File: src/rtl/game_evt_pkg.sv
// rtl/game_evt_pkg.sv - shared types and event-id constants for game_event_scheduler
package game_evt_pkg;

  typedef enum logic [1:0] {
    ST_PLAY      = 2'd0,
    ST_DYING     = 2'd1,
    ST_GAME_OVER = 2'd2
  } game_state_e;

  // Number ids start at EVT_NUM_BASE; operand and water ids are offsets past the last number id.
  localparam int EVT_NUM_BASE = 0;
  localparam int EVT_OP_BASE  = 0;
  localparam int EVT_WATER    = 2;

  function automatic int evt_id_width(input int numbers);
    return $clog2(numbers + 3);
  endfunction

endpackage

File: src/rtl/game_event_scheduler_rr_arbiter.sv
// rtl/game_event_scheduler_rr_arbiter.sv - N-request round-robin arbiter with advance enable
module rr_arbiter #(
  parameter int N  = 5,
  parameter int PW = (N > 1) ? $clog2(N) : 1
) (
  input  logic          clk,
  input  logic          reset,
  input  logic          clr_i,
  input  logic          en_i,
  input  logic [N-1:0]  req_i,
  output logic [N-1:0]  gnt_o,
  output logic [PW-1:0] gnt_idx_o,
  output logic          valid_o
);

  logic [PW-1:0] ptr_q, ptr_d;
  logic [N-1:0]  gnt;
  logic [PW-1:0] gnt_idx;
  logic          found;

  // Scan starts at the pointer and wraps, so the last granted source gets lowest priority.
  always_comb begin : scan
    int idx;
    idx     = 0;
    gnt     = '0;
    gnt_idx = '0;
    found   = 1'b0;
    for (int i = 0; i < N; i++) begin
      idx = int'(ptr_q) + i;
      if (idx >= N) idx = idx - N;
      if (!found && req_i[idx]) begin
        found        = 1'b1;
        gnt[idx]     = 1'b1;
        gnt_idx      = PW'(idx);
      end
    end
  end

  always_comb begin
    ptr_d = ptr_q;
    if (clr_i) begin
      ptr_d = '0;
    end else if (en_i && found) begin
      ptr_d = (gnt_idx == PW'(N - 1)) ? '0 : gnt_idx + PW'(1);
    end
  end

  always_ff @(posedge clk) begin
    if (reset) ptr_q <= '0;
    else       ptr_q <= ptr_d;
  end

  assign gnt_o     = en_i ? gnt : '0;
  assign gnt_idx_o = gnt_idx;
  assign valid_o   = en_i && found;

endmodule

File: src/rtl/game_event_scheduler.sv
// rtl/game_event_scheduler.sv - collision pulse serialiser, game-flow FSM and lives counter
// Optional GAME_EVT_DROP_CNT_EN builds the saturating lost-hit counter behind dropCount.
module game_event_scheduler
  import game_evt_pkg::*;
#(
  parameter int NUMBERS       = 3,
  parameter int INIT_LIVES    = 3,
  parameter int DEATH_FRAMES  = 60,
  parameter int MAX_PER_FRAME = 2
) (
  input  logic                            clk,
  input  logic                            reset,
  input  logic                            startOfFrame,
  input  logic [NUMBERS-1:0]              numberHit,
  input  logic [1:0]                      operandHit,
  input  logic                            waterCollision,
  input  logic                            startBtn,
  input  logic                            evtReady,
  output logic                            evtValid,
  output logic [evt_id_width(NUMBERS)-1:0] evtId,
  output logic                            freeze,
  output logic [3:0]                      lives,
  output logic                            gameOver,
  output logic [7:0]                      dropCount
);

  localparam int NSRC = NUMBERS + 3;
  localparam int NRR  = NUMBERS + 2;
  localparam int WIDX = NUMBERS + EVT_WATER;
  localparam int IW   = evt_id_width(NUMBERS);
  localparam int PW   = (NRR > 1) ? $clog2(NRR) : 1;
  localparam int CW   = $clog2(MAX_PER_FRAME + 1);
  localparam int DW   = $clog2(DEATH_FRAMES + 1);

  game_state_e   state_q;
  logic [NSRC-1:0] pend_q;
  logic [CW-1:0] frame_cnt_q;
  logic [DW-1:0] death_cnt_q;
  logic          water_flag_q;
  logic          evt_valid_q;
  logic [IW-1:0] evt_id_q;
  logic          freeze_q;
  logic          game_over_q;
  logic [3:0]    lives_q;

  logic            playing, slot_free, cap_ok, water_gnt, water_set, rr_en, rr_valid, restart;
  logic [NRR-1:0]  rr_gnt;
  logic [PW-1:0]   rr_idx;
  logic [NSRC-1:0] pulses, gnt_all;

  assign playing   = (state_q == ST_PLAY);
  assign slot_free = !evt_valid_q || evtReady;
  assign cap_ok    = (frame_cnt_q != CW'(MAX_PER_FRAME));
  assign water_gnt = playing && slot_free && pend_q[WIDX];
  assign rr_en     = playing && slot_free && !pend_q[WIDX] && cap_ok;
  assign water_set = waterCollision && !water_flag_q;
  assign pulses    = playing ? {water_set, operandHit, numberHit} : '0;
  assign gnt_all   = {water_gnt, rr_gnt};
  assign restart   = (state_q == ST_GAME_OVER) && startBtn;

  rr_arbiter #(.N(NRR), .PW(PW)) u_rr (
    .clk       (clk),
    .reset     (reset),
    .clr_i     (restart),
    .en_i      (rr_en),
    .req_i     (pend_q[NRR-1:0]),
    .gnt_o     (rr_gnt),
    .gnt_idx_o (rr_idx),
    .valid_o   (rr_valid)
  );

  always_ff @(posedge clk) begin
    if (reset) begin
      state_q      <= ST_PLAY;
      pend_q       <= '0;
      frame_cnt_q  <= '0;
      death_cnt_q  <= '0;
      water_flag_q <= 1'b0;
      evt_valid_q  <= 1'b0;
      evt_id_q     <= '0;
      freeze_q     <= 1'b0;
      game_over_q  <= 1'b0;
      lives_q      <= 4'(INIT_LIVES);
    end else begin
      if (slot_free) evt_valid_q <= 1'b0;
      if (water_gnt) begin
        evt_valid_q <= 1'b1;
        evt_id_q    <= IW'(WIDX);
      end else if (rr_valid) begin
        evt_valid_q <= 1'b1;
        evt_id_q    <= IW'(EVT_NUM_BASE + int'(rr_idx));
      end

      // A pulse landing on a source in its grant cycle keeps the bit set for a second event.
      pend_q      <= (pend_q & ~gnt_all) | pulses;
      frame_cnt_q <= startOfFrame ? CW'(rr_valid) : frame_cnt_q + CW'(rr_valid);

      if (startOfFrame)                    water_flag_q <= 1'b0;
      else if (playing && waterCollision)  water_flag_q <= 1'b1;

      case (state_q)
        ST_PLAY: begin
          if (water_gnt) begin
            pend_q   <= '0;
            freeze_q <= 1'b1;
            if (lives_q > 4'd1) begin
              state_q     <= ST_DYING;
              lives_q     <= lives_q - 4'd1;
              death_cnt_q <= '0;
            end else begin
              state_q     <= ST_GAME_OVER;
              lives_q     <= 4'd0;
              game_over_q <= 1'b1;
            end
          end
        end
        ST_DYING: begin
          if (startOfFrame) begin
            if (death_cnt_q == DW'(DEATH_FRAMES - 1)) begin
              state_q  <= ST_PLAY;
              freeze_q <= 1'b0;
            end else begin
              death_cnt_q <= death_cnt_q + DW'(1);
            end
          end
        end
        ST_GAME_OVER: begin
          if (startBtn) begin
            state_q     <= ST_PLAY;
            lives_q     <= 4'(INIT_LIVES);
            pend_q      <= '0;
            freeze_q    <= 1'b0;
            game_over_q <= 1'b0;
          end
        end
        default: state_q <= ST_PLAY;
      endcase
    end
  end

`ifdef GAME_EVT_DROP_CNT_EN
  logic [7:0] drop_cnt_q;

  always_ff @(posedge clk) begin
    if (reset || restart) begin
      drop_cnt_q <= 8'd0;
    end else if (|(pulses & pend_q & ~gnt_all) && (drop_cnt_q != 8'hFF)) begin
      drop_cnt_q <= drop_cnt_q + 8'd1;
    end
  end

  assign dropCount = drop_cnt_q;
`else
  assign dropCount = 8'd0;
`endif

  assign evtValid = evt_valid_q;
  assign evtId    = evt_id_q;
  assign freeze   = freeze_q;
  assign lives    = lives_q;
  assign gameOver = game_over_q;

endmodule

File: config.mk
export PLATFORM = sky130hd
export DESIGN_NAME = game_event_scheduler
export DESIGN_NICKNAME = d
export VERILOG_FILES = /design/src/rtl/game_evt_pkg.sv /design/src/rtl/game_event_scheduler_rr_arbiter.sv /design/src/rtl/game_event_scheduler.sv
export SDC_FILE = /design/constraint.sdc
export NUM_CORES = 1
export LEC_CHECK = 0
export CAP_MARGIN = 20
export CORE_MARGIN = 2
export CORE_UTILIZATION = 59
export DETAILED_ROUTE_END_ITERATION = 7
export PLACE_DENSITY = 0.81
export SLEW_MARGIN = 10
export SYNTH_ARGS = -nofsm -noshare
export SYNTH_HDL_FRONTEND = slang
export SYNTH_SLANG_ARGS = --single-unit
File: constraint.sdc
create_clock -name clk -period 5.4 [get_ports clk]
set_input_delay 1.08 -clock clk [delete_from_list [all_inputs] [get_ports clk]]
set_output_delay 1.08 -clock clk [all_outputs]
set_load 0.005 [all_outputs]
==> results.json, run 1 <==
{
  "rrSetupSlack_ns": 0.71,
  "setup-tns-final_ns": 0,
  "io_pins": 29,
  "layout_commonest_cell": "nor2_1",
  "top_layer": "met4",
  "hold_viol_final": 0,
  "cp-end-kind": "flop",
  "design_area_um2": 3540,
  "ys_async_sr_fraction_pct": 0,
  "cts_made_buffers": 5,
  "drt-met1-wl_mm": 3.67,
  "ys_ff_latch": 30,
  "synth_warnings": 0,
  "ff_latch_area_um2": 601,
  "finalCritPeriodShare_pct": 86.8,
  "grt_max_degree": 29,
  "dieHeight_um": 78.5,
  "crit_slowest_cell": "dfxtp_1",
  "cts_resized": 0,
  "tritoncts": "yes",
  "die_width_um": 78.5,
  "track_usage_pct": 27.4,
  "wl_mm": 8.52,
  "avgSynthCellArea_um2": 7.67,
  "via_per_inst": 6.41,
  "setup_viol": 0,
  "floorplan.initialDensity_pct": 60.2,
  "core_area_um2": 5440,
  "rsz0062_at_grt": "no",
  "status": "finished, final reports clean",
  "vdd_drop_max_mv": 0.413,
  "timing.final.crit_period_ns": 4.69,
  "multi_input_area_um2": 2460,
  "htreeDepth": 2,
  "clock_skew_ns": 0.00648,
  "postCtsHoldBufs": 0,
  "clock_sinks": 30,
  "synth.cell_area_um2": 3280,
  "grt_pass1_wl_mm": 13.7,
  "nFillCells": 473,
  "drive_above_1_share_pct": 7.16,
  "timing.final.max_slew_violations": 0,
  "num_vias": 3239,
  "detail-route-antenna-nets": 0,
  "routedWlPerCell_um": 16.9,
  "root_buffer": "clkbuf_8",
  "synth_edf_count": 0,
  "worst_pin_slew_ns": 0.779,
  "diodes": 0,
  "power.density_nw_per_um2": 722,
  "drt-pass1-iter-count": 8,
  "num_rows": 27,
  "drt-initial-drc-count": 276,
  "ys_types": 76,
  "antenna_found_initial": 0,
  "synth_top_flop_cell": "dfxtp_1",
  "crit_chain": "inv_1 -> ha_1 -> inv_1 -> ha_1 -> a21o_1 -> mux2i_1 -> o21bai_1 -> o32ai_2 -> a211oi_4 -> nand3b_4 -> and4_1 -> nor2_1 -> inv_1 -> ha_1 -> nor2_1 -> nand2_1 -> a221oi_1",
  "grt_pass1_vias": 3057,
  "synthCells": 427,
  "insertion_delay_ns": 0.28,
  "arrival_ns": 4.86,
  "syn_to_final_growth_pct": 8.06,
  "worstPathMaxFanout": 12,
  "cts.path.max_buffers": 2,
  "hold_path.class": "reg -> reg",
  "start_kind": "flop",
  "postCtsSetupBuffers": 0,
  "place_congestion": 1.03,
  "layout_common_cells": "42 x nor2_1, 35 x nand2_1, 33 x a21oi_1",
  "p_total_mw": 2.56,
  "grt.overflow.total": 0,
  "dp_hpwl_mm": 6.31,
  "placed_cell_area_um2": 3460,
  "dieArea_um2": 6170,
  "maxCapViolCount": 0,
  "slew_headroom_pct": 47.6,
  "critPathRequiredTime_ns": 5.58,
  "port-buffer-count": 20,
  "remaining_drc_errors": 0,
  "leakagePower_nw": 1.41,
  "clkTransAtPathRegs_ns": 0.06,
  "fmax_mhz": 213,
  "route.met2.wl_mm": 3.99,
  "ys_seq_area_share_pct": 18.3,
  "dr_wl_met3_um": 517,
  "slowest_delay_ns": 0.59,
  "final_nets": 475,
  "path_class": "reg -> reg"
}
==> area by class of cell <==
type	count	share of cell area [%]
clock buffers	6	2.33
inverters	24	2.54
multi-input cells	351	69.5
flip-flops and latches	30	17.0
well taps	72	2.54
repair buffers	22	6.08
==> worst max-delay path, delay by kind of cell, from the launching register on <==
family / cells / cell delay, ns
compound gates: 5 / 1.37
fa+ha+maj: 3 / 0.83
buf+inv: 3 / 0.47
flops: 1 / 0.59
mux: 1 / 0.59
simple gates: 5 / 0.73
==> synthesized netlist by cell type (3+ instances only) <==
cell type | count | area, um^2
nor2_1 | 42 | 158
clkbuf_1 | 11 | 41.3
nand2b_1 | 11 | 68.8
nand2_1 | 35 | 131
a211oi_1 | 10 | 75.1
dfxtp_1 | 30 | 601
o211ai_1 | 4 | 30.0
buf_4 | 9 | 67.6
or3_1 | 8 | 50.1
nor4_1 | 4 | 25.0
a22oi_1 | 6 | 45.0
o21ai_0 | 16 | 80.1
xor2_1 | 4 | 35.0
buf_1 | 3 | 11.3
nand4_1 | 4 | 25.0
a21oi_1 | 33 | 165
a221oi_1 | 3 | 26.3
nand3b_1 | 6 | 45.0
o21ai_1 | 4 | 20.0
and2_1 | 3 | 18.8
nor2b_1 | 7 | 43.8
a211o_1 | 6 | 52.6
a21o_1 | 6 | 45.0
a31oi_1 | 5 | 31.3
buf_2 | 6 | 30.0
nor3_1 | 18 | 90.1
mux2i_1 | 10 | 100
inv_1 | 23 | 86.3
nand3_1 | 7 | 35.0
ha_1 | 29 | 363
mux2_2 | 4 | 45.0
xnor2_1 | 8 | 70.1
==> final timing paths <==
check                              startpoint             to  cells after the start
worst min-delay path               state_q[1]     state_q[1]                      2
worst max register to register  u_rr.ptr_q[1]  u_rr.ptr_q[2]                     17
worst min register to register     state_q[1]     state_q[1]                      2
worst max-delay path            u_rr.ptr_q[1]  u_rr.ptr_q[2]                     17
==> metal layers <==
layer | vias to the layer above | GRT usage (%)
li1 | 1562 | -
met1 | 1483 | 33.5
met2 | 151 | 47.3
met3 | 43 | 3.79
met4 | 0 | 13.2
met5 | - | 0
==> registers in the layout, summed over array words and instances, names as in the netlist <==
| register | cells |
|---|---|
| death_cnt_q | 6 |
| pend_q | 6 |
| lives | 4 |
| evtId | 3 |
| u_rr.ptr_q | 3 |
| frame_cnt_q | 2 |
| state_q | 2 |
| evtValid | 1 |
| freeze | 1 |
| gameOver | 1 |
| water_flag_q | 1 |
==> per-stage QoR <==
step                worst slack [ns]  util, %  hold slack, ns  std cells
finish                         0.714     65.1           0.491        505
floorplan                       1.47        -           0.458        434
detailed placement             0.805     63.6           0.485        499
global route                   0.416     65.1           0.525        505
CTS                            0.796     65.1           0.492        505
global placement               0.977     63.6           0.469        499
==> logic make-up (layout without fill, tap and decap cells) <==
| group | after synthesis | in the layout | synth area share [%] |
|---|---|---|---|
| other | 1 | 8 | 0.114 |
| and+or+nand+nor | 155 | 155 | 24.1 |
| DFF | 30 | 30 | 18.3 |
| AOI/OAI and AO/OA | 128 | 128 | 28.5 |
| buffers and inverters | 53 | 52 | 7.33 |
| xor gates and xnor gates | 13 | 13 | 3.70 |
| muxes | 17 | 17 | 6.26 |
| adders and majority gates | 30 | 30 | 11.7 |
==> where the power goes <==
group,leakage (nW),internal (mW),switching (mW)
registers,0.246,0.285,0.0992
clock network,0.0431,0.0981,0.0788
logic,1.12,0.787,1.21
No activity file was read; power rests on OpenSTA's default activity.
==> inputs of run 2 (changes only) <==
--- a/config.mk
+++ b/config.mk
@@ -8,6 +8,7 @@
 export CAP_MARGIN = 20
 export CORE_MARGIN = 2
 export CORE_UTILIZATION = 59
+export CTS_CLUSTER_DIAMETER = 150
 export DETAILED_ROUTE_END_ITERATION = 7
 export PLACE_DENSITY = 0.81
 export SLEW_MARGIN = 10
==> results of run 2 <==
No change in the layout: final DEF, timing and power equal those of run 1.
